<file path="src/rtl/fix2float_pkg.sv">
// Shared definitions for the fixed-to-float converter: FSM states and IEEE-754 single constants.
package fix2float_pkg;

    typedef enum logic [2:0] {
        IDLE = 3'd0,
        LOAD = 3'd1,
        NORM = 3'd2,
        PACK = 3'd3,
        DONE = 3'd4
    } state_t;

    localparam int          FP_BIAS  = 127;
    localparam int          FP_EXP_W = 8;
    localparam int          FP_MAN_W = 23;
    localparam logic [31:0] FP_ZERO  = 32'h0000_0000;

    function automatic logic [31:0] fp_word(input logic s, input logic [FP_EXP_W-1:0] e,
                                            input logic [FP_MAN_W-1:0] m);
        return {s, e, m};
    endfunction

endpackage

</file>
<file path="src/rtl/fix2float_conv_if.sv">
// Begin/ACK handshake bundle between the sample source and the converter.
interface fix2float_conv_if #(
    parameter int W = 32,
    parameter int P = 32
);
    logic         Begin_FSM_FF;
    logic [W-1:0] DATA_FIXED;
    logic         ACK_FF;
    logic [P-1:0] RESULT;

    modport master (output Begin_FSM_FF, DATA_FIXED, input ACK_FF, RESULT);
    modport slave  (input Begin_FSM_FF, DATA_FIXED, output ACK_FF, RESULT);
endinterface

</file>
<file path="src/rtl/fix2float_pack.sv">
// Combinational float assembly from a normalised magnitude; FIX2FLOAT_ROUND_NEAREST_EN
// selects round-to-nearest-even instead of truncation.
module fix2float_pack
    import fix2float_pkg::*;
#(
    parameter int W    = 32,
    parameter int FRAC = 16,
    parameter int KW   = 5
) (
    input  logic          sign,
    input  logic          zero,
    input  logic [W-1:0]  mag,
    input  logic [KW-1:0] k,
    output logic [31:0]   word
);
    localparam int EXP_OFF = FP_BIAS + W - 1 - FRAC;

    logic [9:0]          exp_base;
    logic [9:0]          exp_fin;
    logic [FP_MAN_W-1:0] man_trunc;
    logic [FP_MAN_W-1:0] man_fin;
    logic                guard;
    logic                sticky;
    logic                unused_bits;

    assign exp_base  = 10'(EXP_OFF) - 10'(k);
    assign man_trunc = mag[W-2 -: FP_MAN_W];
    assign guard     = mag[W-25];

    generate
        if (W >= 26) begin : g_sticky
            assign sticky = |mag[W-26:0];
        end else begin : g_no_sticky
            assign sticky = 1'b0;
        end
    endgenerate

`ifdef FIX2FLOAT_ROUND_NEAREST_EN
    logic round_up;
    logic carry;

    // A carry out of the mantissa leaves it all-zero, which is exactly the
    // normalised mantissa of the next binade.
    assign round_up         = guard & (sticky | man_trunc[0]);
    assign {carry, man_fin} = {1'b0, man_trunc} + (FP_MAN_W + 1)'(round_up);
    assign exp_fin          = exp_base + 10'(carry);
    assign unused_bits      = ^{mag[W-1], exp_fin[9:8]};
`else
    assign man_fin     = man_trunc;
    assign exp_fin     = exp_base;
    assign unused_bits = ^{mag[W-1], exp_fin[9:8], guard, sticky};
`endif

    assign word = zero ? FP_ZERO : fp_word(sign, exp_fin[FP_EXP_W-1:0], man_fin);

endmodule

</file>
<file path="src/rtl/fix2float_conv.sv">
// Signed fixed-point to IEEE-754 single converter; iterative normalisation, one shift per clock.
// Optional rounding: define FIX2FLOAT_ROUND_NEAREST_EN (handled in fix2float_pack).
module fix2float_conv
    import fix2float_pkg::*;
#(
    parameter int W    = 32,
    parameter int FRAC = 16,
    parameter int P    = 32
) (
    input  logic CLK,
    input  logic RST_N,
    fix2float_conv_if.slave bus
);
    localparam int KW = $clog2(W);

    state_t        state_q, state_d;
    logic [W-1:0]  data_q;
    logic [W-1:0]  mag_q;
    logic [W-1:0]  mag_load;
    logic [KW-1:0] k_q;
    logic          sign_q;
    logic          zero_q;
    logic          ack_q;
    logic [P-1:0]  result_q;
    logic [31:0]   pack_word;

    // Two's-complement negate wraps -2^(W-1) onto itself, which read unsigned is 2^(W-1).
    assign mag_load = data_q[W-1] ? (~data_q + 1'b1) : data_q;

    always_ff @(posedge CLK or negedge RST_N) begin
        if (!RST_N) state_q <= IDLE;
        else        state_q <= state_d;
    end

    always_comb begin
        state_d = state_q;
        case (state_q)
            IDLE:    if (bus.Begin_FSM_FF) state_d = LOAD;
            LOAD:    state_d = (data_q == '0) ? PACK : NORM;
            NORM:    if (mag_q[W-1]) state_d = PACK;
            PACK:    state_d = DONE;
            DONE:    if (bus.Begin_FSM_FF) state_d = LOAD;
            default: state_d = IDLE;
        endcase
    end

    always_ff @(posedge CLK or negedge RST_N) begin
        if (!RST_N) begin
            data_q   <= '0;
            mag_q    <= '0;
            k_q      <= '0;
            sign_q   <= 1'b0;
            zero_q   <= 1'b0;
            ack_q    <= 1'b0;
            result_q <= '0;
        end else begin
            case (state_q)
                IDLE: if (bus.Begin_FSM_FF) data_q <= bus.DATA_FIXED;
                LOAD: begin
                    sign_q <= data_q[W-1];
                    mag_q  <= mag_load;
                    k_q    <= '0;
                    zero_q <= (data_q == '0);
                end
                NORM: if (!mag_q[W-1]) begin
                    mag_q <= mag_q << 1;
                    k_q   <= k_q + 1'b1;
                end
                PACK: begin
                    result_q <= P'(pack_word);
                    ack_q    <= 1'b1;
                end
                DONE: if (bus.Begin_FSM_FF) begin
                    ack_q  <= 1'b0;
                    data_q <= bus.DATA_FIXED;
                end
                default: ;
            endcase
        end
    end

    fix2float_pack #(.W(W), .FRAC(FRAC), .KW(KW)) u_pack (
        .sign (sign_q),
        .zero (zero_q),
        .mag  (mag_q),
        .k    (k_q),
        .word (pack_word)
    );

    assign bus.ACK_FF = ack_q;
    assign bus.RESULT = result_q;

endmodule

</file>
<file path="src/flat_wrapper.sv">
// flat-port wrapper written by rule: the top's interface ports become plain ports
module fix2float_conv_flat import fix2float_pkg::*;
#(
    parameter int W    = 32,
    parameter int FRAC = 16,
    parameter int P    = 32
)
  (CLK, RST_N, bus_Begin_FSM_FF, bus_DATA_FIXED, bus_ACK_FF, bus_RESULT);
  fix2float_conv_if #(.W(W), .P(P)) bus_i ();
  input  logic CLK;
  input  logic RST_N;
  input wire logic [$bits(bus_i.Begin_FSM_FF)-1:0] bus_Begin_FSM_FF;
  input wire logic [$bits(bus_i.DATA_FIXED)-1:0] bus_DATA_FIXED;
  output wire logic [$bits(bus_i.ACK_FF)-1:0] bus_ACK_FF;
  output wire logic [$bits(bus_i.RESULT)-1:0] bus_RESULT;
  assign bus_i.Begin_FSM_FF = bus_Begin_FSM_FF;
  assign bus_i.DATA_FIXED = bus_DATA_FIXED;
  assign bus_ACK_FF = bus_i.ACK_FF;
  assign bus_RESULT = bus_i.RESULT;
  fix2float_conv #(.W(W), .FRAC(FRAC), .P(P)) u_core (.CLK(CLK), .RST_N(RST_N), .bus(bus_i));
endmodule
</file>
<file path="config.mk">
export PLATFORM = sky130hd
export DESIGN_NAME = fix2float_conv_flat
export DESIGN_NICKNAME = d
export VERILOG_FILES = /design/src/rtl/fix2float_pkg.sv /design/src/rtl/fix2float_conv_if.sv /design/src/rtl/fix2float_pack.sv /design/src/rtl/fix2float_conv.sv /design/src/flat_wrapper.sv
export SDC_FILE = /design/constraint.sdc
export NUM_CORES = 1
export LEC_CHECK = 0
export ABC_AREA = 0
export CORE_ASPECT_RATIO = 0.6
export CORE_MARGIN = 3
export CORE_UTILIZATION = 50
export CTS_BUF_LIST = sky130_fd_sc_hd__clkbuf_8
export CTS_CLUSTER_DIAMETER = 200
export DETAILED_ROUTE_END_ITERATION = 16
export GPL_TIMING_DRIVEN = 0
export PLACE_DENSITY = 0.73
export SETUP_SLACK_MARGIN = 0.05
export SYNTH_ARGS = -nofsm -noshare
export SYNTH_HDL_FRONTEND = slang
export SYNTH_SLANG_ARGS = --single-unit
</file>
<file path="constraint.sdc">
create_clock -name CLK -period 3.2 [get_ports CLK]
set_clock_uncertainty 0.1 [all_clocks]
set_input_delay 0.64 -clock CLK [delete_from_list [all_inputs] [get_ports CLK]]
set_output_delay 0.64 -clock CLK [all_outputs]
set_load 0.02 [all_outputs]
</file>
==> results of run 1 <==
## per-stage QoR
stage                     utilization (%)  hold WS [ns]  cells
after detailed placement             60.5         0.371    714
final                                62.3         0.137    730
after global placement               60.3         0.358    713
after floorplan                         -         0.244    511
after CTS                            62.2         0.152    730
after global routing                 62.3         0.172    730
## repair_timing
item,in CTS,in global routing
endpoints found under the setup margin,0,10
resized for setup,0,1
hold buffers,0,0
## per-layer routing
layer,share of wire [%],wire length (um),vias up,global-route usage (%)
met2,43,5620,157,33.9
met3,7.0,916,9,6.11
met4,0.60,78,0,6.25
li1,-,-,1971,-
met1,49,6390,2058,36.9
met5,0,0,-,0
## synthesized netlist by cell type, types with 5 or more instances
| cell | number |
|---|---|
| sky130_fd_sc_hd__nand2_1 | 62 |
| sky130_fd_sc_hd__or3_1 | 8 |
| sky130_fd_sc_hd__o31ai_1 | 11 |
| sky130_fd_sc_hd__or4_1 | 6 |
| sky130_fd_sc_hd__nand3_1 | 9 |
| sky130_fd_sc_hd__mux2i_1 | 10 |
| sky130_fd_sc_hd__o21ai_0 | 69 |
| sky130_fd_sc_hd__a22oi_1 | 8 |
| sky130_fd_sc_hd__inv_1 | 6 |
| sky130_fd_sc_hd__xnor2_1 | 9 |
| sky130_fd_sc_hd__mux2_2 | 27 |
| sky130_fd_sc_hd__nand2b_1 | 27 |
| sky130_fd_sc_hd__a21oi_1 | 16 |
| sky130_fd_sc_hd__and3_1 | 6 |
| sky130_fd_sc_hd__o41ai_1 | 5 |
| sky130_fd_sc_hd__nor2_1 | 22 |
| sky130_fd_sc_hd__clkbuf_1 | 30 |
| sky130_fd_sc_hd__dfrtp_1 | 107 |
| sky130_fd_sc_hd__xor2_1 | 13 |
## worst reg2reg max path, stage by stage (launching register included)
cell                       delay [ns]
sky130_fd_sc_hd__dfrtp_1         0.40
sky130_fd_sc_hd__inv_1           0.11
sky130_fd_sc_hd__ha_1            0.19
sky130_fd_sc_hd__or3b_2          0.45
sky130_fd_sc_hd__clkbuf_1        0.20
sky130_fd_sc_hd__or3_1           0.37
sky130_fd_sc_hd__buf_4           0.17
sky130_fd_sc_hd__o41ai_1         0.31
sky130_fd_sc_hd__mux2i_1         0.39
sky130_fd_sc_hd__nand3_1         0.13
## sequential cells by signal (all words and copies together) (netlist names)
signal	cells
u_core.bus.ACK_FF	1
u_core.bus.RESULT	32
u_core.data_q	32
u_core.k_q	5
u_core.mag_q	32
u_core.sign_q	1
u_core.state_q	3
u_core.zero_q	1
## final cells by class
cell class	count	area share [%]
well taps	135	2.73
repair buffers	68	11.2
plain buffers	35	2.28
multi-input cells	363	37.4
clock inverters	6	0.545
inverters	6	0.364
clock buffers	10	2.22
flip-flops and latches	107	43.2
## power by group through the flow
stage | Sequential (uW) | Clock (uW) | Combinational, uW
detailed placement | 2590 | 0 | 2880
global placement | 2550 | 0 | 2790
global route | 2670 | 831 | 3210
CTS | 2560 | 766 | 2890
floorplan | 2610 | 0 | 1730
finish | 2580 | 752 | 2900
## kinds of logic (layout without fill, tap and decap cells)
logic type / Yosys count / after routing / synth area share (%)
AOI/OAI and AO/OA: 138 / 138 / 16.5
DFF: 107 / 107 / 51.9
adders and majority gates: 2 / 2 / 0.485
xor gates and xnor gates: 22 / 22 / 3.74
buffers and inverters: 41 / 125 / 3.18
and+or+nand+nor: 164 / 164 / 16.3
muxes: 37 / 37 / 7.84
## final timing paths
| path | depth (start not counted) | start | to |
|---|---|---|---|
| max | 9 | u_core.data_q[0] | u_core.mag_q[22] |
| max reg2reg | 9 | u_core.data_q[0] | u_core.mag_q[22] |
| min in group CLK | 2 | u_core.bus.RESULT[15] | u_core.bus.RESULT[15] |
| max in group asynchronous | 2 | RST_N | u_core.data_q[9] |
| min reg2reg | 2 | u_core.bus.RESULT[15] | u_core.bus.RESULT[15] |
| min | 1 | RST_N | u_core.bus.RESULT[29] |
==> results by stage, run 1 <==
CTS:
- Counting every sink on the clock net gives 107.
- The cell sitting at the root of the clock tree is a sky130_fd_sc_hd__clkbuf_8.
- The longest clock path from root to sink contains 2 buffers.
- The clock edge transition at the registers on the reported setup and hold paths is 0.10 ns.
- The number of levels the H-tree was split into is 3.
- Post-CTS timing repair inserted 0 buffers for setup.
- TritonCTS built the clock tree.
- The number of buffers added by the clock tree synthesis step is 9.
- The worst-skew pair later-pin latency is 0.38 ns.

Layout:
- In the layout the commonest cells are 107 x sky130_fd_sc_hd__dfrtp_1, 69 x sky130_fd_sc_hd__o21ai_0, 66 x sky130_fd_sc_hd__clkdlybuf4s50_1.
- Once layout is done, the placed cells without fillers occupy 6190 um^2.
- The number of fill cells is 842.
- The multi-input logic area is 2320 um^2.
- The repair_antennas step left the layout with diodes totalling 0.
- In the final layout, the share of cells above drive strength 1 is 9.58%.
- For this run, the post-layout net count is 627.
- The library cell used most frequently in the layout, excluding fill and tap cells, is sky130_fd_sc_hd__dfrtp_1.
- Registers take 2680 um^2.
- The area growth from synthesis to layout is 20.1%.

Outcome:
- The flow ran to the end, and the final reports show no timing, DRC or antenna violations.

Die:
- The die is 84.7 um tall.
- The initialized floorplan defines 28 standard-cell rows.
- Pin placement for this block handled 68 I/O pins.
- The initial core utilization is 51.8%.
- The core area is 9950 um^2.
- The die is 137 um wide.
- The die footprint is 11,600 um^2.

STA:
- Setup repair after global routing left no endpoint under its margin.
- The number of pins with negative max-slew slack in the final report was 0.
- The number of endpoints with negative hold slack in the final report is 0.
- Headroom to the max-slew limit came out at 49.2%.
- At the pin with the least slew margin, the transition time is 0.755 ns.
- The number of setup violations in the final report is 0.
- The maximum clock frequency is 0.340 GHz.
- The clock period minus worst slack is 2.94 ns.
- The final period utilization is 91.8%.
- The final setup TNS is 0 ns.
- The minimum setup slack in the final design is 0.262 ns.

Global routing:
- For this run the aggregate overflow at the end of global routing stands at 0.
- Across every metal layer, demand over resource in global routing totals 24.0%.
- The pin count of the biggest net entering global routing is 65.
- The number of global-route vias before repair was 4,219.
- The number of antenna violations at the first check in global routing is 0.
- The wire length of the first global-routing pass is 21,800 um.

Place:
- The congestion estimate from routability-driven global placement came to 0.940.
- The count of buffers added on input and output ports is 67.
- The detailed-placement wirelength estimate is 9550 um.
- The post-placement setup slack is 0.134 ns.
- Summing all placed instances gives a cell area of 6020 um^2.

Logic synthesis:
- The number of standard cells after synthesis is 511.
- In the post-synthesis netlist, the biggest area contributors are sky130_fd_sc_hd__dfrtp_1 52%, sky130_fd_sc_hd__o21ai_0 6.7%, sky130_fd_sc_hd__mux2_2 5.9%, sky130_fd_sc_hd__nand2_1 4.5%, sky130_fd_sc_hd__nand2b_1 3.3%.
- The post-synthesis net count is 548.
- During synthesis, Yosys emitted a total of 0 warnings.
- Yosys mapped a number of flops with a built-in enable equal to 0.
- Each instance of the synthesized netlist takes up on average 10.1 um^2.
- The count of state elements after synthesis is 107.
- The most instantiated flip-flop cell in the synthesis netlist is sky130_fd_sc_hd__dfrtp_1.
- The proportion of register bits with asynchronous set or reset after synthesis is 100%.
- The post-synth design cell area is 5160 um^2.
- The sequential fraction of the synthesis area is 51.9%.
- The top cell type's share of synthesized area is 51.9%.
- The synthesized design spends more area on one cell type than any other, namely sky130_fd_sc_hd__dfrtp_1.
- Synthesis instantiated 51 different standard cells from the library.

Route:
- The number of nets with antenna violations after routing is 0.
- The residual DRC count is 0.
- The count of TritonRoute iterations in the first routing pass is 6.
- The routed design has 13,000 um of wire.
- The detailed router placed 4,195 vias in this run.
- The detailed router finished its first iteration with 372 violations.
- The average wire per cell in the routed design is 17.8 um.
- The number of vias per cell after detailed routing is 5.75.

Pwr:
- Power spread over the standard cell area amounts to 1010 nW/um^2.
- The clock group share of total power is 12.1%.
- Internal power comes to 3550 uW.
- In this run, the combinational gates consume 46.6% of the power.
- In this run, flip-flops and latches consume 41.4% of the power.
- The reported net switching power is 2680 uW.
- After layout, the design draws a total of 6230 uW.
- The peak supply drop is 0.393 mV.
- The net switching fraction of the power is 43.0%.
- The standby leakage power is 0.00261 uW.

Flow run:
- Max-cap violations in this run came to 0.

Worst setup path:
- The largest driver fanout on the critical path is 7.
- The worst reg-to-reg setup slack is 0.26 ns.
- For this run, the slowest stage of the critical path takes 0.45 ns.
- The startpoint type of the worst setup path is a flip-flop.
- By startpoint and endpoint, the worst setup path is classified as reg -> reg.
- The top cell family by delay on the critical path is simple AND/OR/NAND/NOR gates.
- The signal on the critical path passes through inv_1, ha_1, or3b_2, clkbuf_1, or3_1, buf_4, o41ai_1, mux2i_1, nand3_1.
- The element type at the critical path end is a flip-flop.
- Together, buffers and inverters on the worst path number 3.
- Among all stages on the critical path, the largest delay is contributed by sky130_fd_sc_hd__or3b_2.
- The arrival time of the worst setup path is 3.09 ns.
- At the worst endpoint, the required time is 3.35 ns.

Min path:
- In this run the worst hold path is classified as in -> async.
Power figures use the tool's default switching activity.
==> run 2, diff against run 1 <==
Settings changed: CORE_MARGIN 3 to 1.
==> results by stage, run 2 (synthesis gave the netlist of run 1 again) <==
Outcome:
- Outcome: completed (unchanged).

Worst setup path:
- The largest driver fanout on the critical path is 10 (was 7).
- The worst reg-to-reg path cell count is 7 (was 9).
- The class of the most critical setup path is reg -> reg (unchanged).
- The worst reg2reg path endpoint was u_core.mag_q[20] (was u_core.mag_q[22]).
- The startpoint of the worst-slack reg-to-reg timing path is u_core.state_q[2] (was u_core.data_q[0]).
- The element type at the critical path end is a flip-flop (unchanged).
- The start point of the critical path is u_core.state_q[2] (was u_core.data_q[0]).
- The arrival time of the worst setup path was 3.07 ns (was 3.09 ns).
- The critical path data required time is 3.35 ns (about the same).
- The worst reg-to-reg setup slack is 0.29 ns (was 0.26 ns).
- The startpoint type of the worst setup path is a flip-flop (unchanged).

STA:
- The number of endpoints with negative hold slack in the final report is 0 (unchanged).
- The actual transition at the worst max-transition pin is 0.725 ns (was 0.755 ns).
- The number of setup violations in the final report is 0 (unchanged).
- The worst relative slew slack is 51.2% (was 49.2%).
- The maximum clock frequency is 0.343 GHz (was 0.340 GHz).
- The final period utilization is 91.0% (was 91.8%).
- The minimum setup slack in the final design came to 0.287 ns (was 0.262 ns).
- The final setup TNS is 0 ns (unchanged).
- Setup repair after global routing missed its margin: no (unchanged).
- The clock period minus worst slack was 2.91 ns (was 2.94 ns).
- The number of pins with negative max-slew slack in the final report was 0 (unchanged).

Pwr:
- The peak supply drop was 0.527 mV (was 0.393 mV).
- The standby leakage power was 0.00262 uW (was 0.00261 uW).
- The power density over cell area is 1020 nW/um^2 (was 1010 nW/um^2).
- The overall power after layout is 6400 uW (was 6230 uW).

Die:
- The row count is 28 (unchanged).
- The y dimension of the die is 80.7 um (was 84.7 um).
- The number of placed I/O pins is 68 (unchanged).
- The core area is 9950 um^2 (unchanged).
- The die width came to 133 um (was 137 um).
- The initial core utilization is 51.8% (unchanged).
- The die footprint was 10,700 um^2 (was 11,600 um^2).

Layout:
- The most common cell after layout, fill and taps aside was sky130_fd_sc_hd__dfrtp_1 (unchanged).
- The total inserted antenna cells is 0 (unchanged).
- The final instance area is 6240 um^2 (was 6190 um^2).
- The number of nets in the layout is 627 (unchanged).
- The core occupancy in the finished layout is 62.8% (was 62.3%).
- Highest-count cells in the layout ignoring fill and taps: 107 x sky130_fd_sc_hd__dfrtp_1, 69 x sky130_fd_sc_hd__o21ai_0, 66 x sky130_fd_sc_hd__clkdlybuf4s50_1 (unchanged).
- The share of layout cells above drive strength 1 was 9.92% (was 9.58%).
- The multi-input logic area came to 2320 um^2 (unchanged).
- The relative area change from synthesis to final layout came to 21.1% (was 20.1%).
- The area occupied by registers was 2680 um^2 (unchanged).
- The number of fill cells is 839 (was 842).

Place:
- The post-placement setup slack came to 0.0654 ns (was 0.134 ns).
- The detailed-placement wirelength estimate is 9520 um (was 9550 um).
- The count of input and output buffers is 67 (unchanged).
- The instance area at placement is 6020 um^2 (unchanged).
- The routability congestion estimate was 0.922 (was 0.940).

CTS:
- The clock edge transition at the registers on the reported setup and hold paths is 0.10 ns (about the same).
- The number of sinks driven by the clock tree is 107 (unchanged).
- The post-cts hold buffer count is 0 (unchanged).
- The number of levels the H-tree was split into is 3 (unchanged).
- The number of buffers on the longest clock path is 2 (unchanged).
- The TritonCTS clock tree is built (unchanged).
- The worst-skew pair later-pin latency is 0.39 ns (was 0.38 ns).
- The number of buffers added by the clock tree synthesis step is 9 (unchanged).
- The clock root buffer is sky130_fd_sc_hd__clkbuf_8 (unchanged).

Min path:
- The worst hold-check path type was in -> async (unchanged).

Route:
- The average wire per cell in the routed design is 17.9 um (was 17.8 um).
- The count of TritonRoute iterations in the first routing pass is 5 (was 6).
- The number of nets with antenna violations after routing is 0 (unchanged).
- The total vias in the final route is 4,200 (was 4,195).
- The sum of routed wire length over all layers was 13,100 um (was 13,000 um).
- The residual DRC count is 0 (unchanged).
- The number of DRC markers after the initial detailed-route iteration came to 411 (was 372).
- The number of vias per cell after detailed routing was 5.75 (about the same).

Global routing:
- The number of antenna violations at the first check in global routing is 0 (unchanged).
- The wire length of the first global-routing pass came to 21,100 um (was 21,800 um).
- The pin count of the biggest net entering global routing is 57 (was 65).
- The number of global-route vias before repair is 4,027 (was 4,219).
- The overflow left after global routing came to 0 (unchanged).
- The combined global-route utilization of all metal layers is 26.2% (was 24.0%).

Flow run:
- The reported max-cap violation count came to 0 (unchanged).
==> run 2: layout make-up <==
class | count | share of cell area [%]
tap | 135 | 2.70
inverter | 6 | 0.361
sequential | 107 | 42.9
buffer | 35 | 2.26
multi-input combinational | 363 | 37.1
clock inverter | 4 | 0.902
clock buffer | 12 | 2.64
timing repair buffer | 68 | 11.1
==> run 2: stage by stage <==
step	std cells	hold WS, ns
after global routing	730	0.228
final	730	0.176
after global placement	713	0.359
after floorplan	511	0.244
after detailed placement	714	0.369
after CTS	730	0.200
==> run 2: how the worst max path moves through the flow <==
| stage | endpoint | slack (ns) | cells after the start |
|---|---|---|---|
| 4_1_cts | u_core.mag_q[13] | 0.06 | 7 |
| 3_3_place_gp | u_core.data_q[2] | -2.51 | 1 |
| 3_5_place_dp | u_core.mag_q[13] | 0.07 | 7 |
| 5_1_grt | u_core.state_q[0] | 0.24 | 9 |
| 2_1_floorplan | u_core.state_q[0] | 0.66 | 9 |
| 6_report | u_core.mag_q[20] | 0.29 | 7 |
==> run 2: critical path, stage by stage (launching register included) <==
cell and delay, ns:
sky130_fd_sc_hd__dfrtp_1 0.45, sky130_fd_sc_hd__or3b_2 0.49, sky130_fd_sc_hd__clkbuf_1 0.27, sky130_fd_sc_hd__nor2_2 0.52
sky130_fd_sc_hd__nor2_1 0.28, sky130_fd_sc_hd__clkbuf_1 0.32, sky130_fd_sc_hd__a22oi_1 0.23, sky130_fd_sc_hd__o21ai_0 0.12
==> run 2: what timing repair did <==
| action | in CTS | in global routing |
|---|---|---|
| setup buffers | 0 | 0 |
| resized for setup | 0 | 1 |
| endpoints found under the hold margin | 0 | 0 |
| setup endpoints to repair | 0 | 7 |
==> run 2: routing by layer <==
layer / vias up / wire, um / part of all wire, % / track usage (%)
li1: 1987 / - / - / -
met1: 2027 / 6410 / 49 / 38.3
met2: 166 / 5600 / 43 / 39.5
met3: 20 / 873 / 6.7 / 5.05
met4: 0 / 178 / 1.4 / 7.73
met5: - / 0 / 0 / 0
==> run 2: where the power goes <==
group          internal (uW)  switching, uW  leakage [uW]
Combinational           1280           1620       0.00120
Sequential              1970            613       0.00131
Clock                    432            479      0.000113
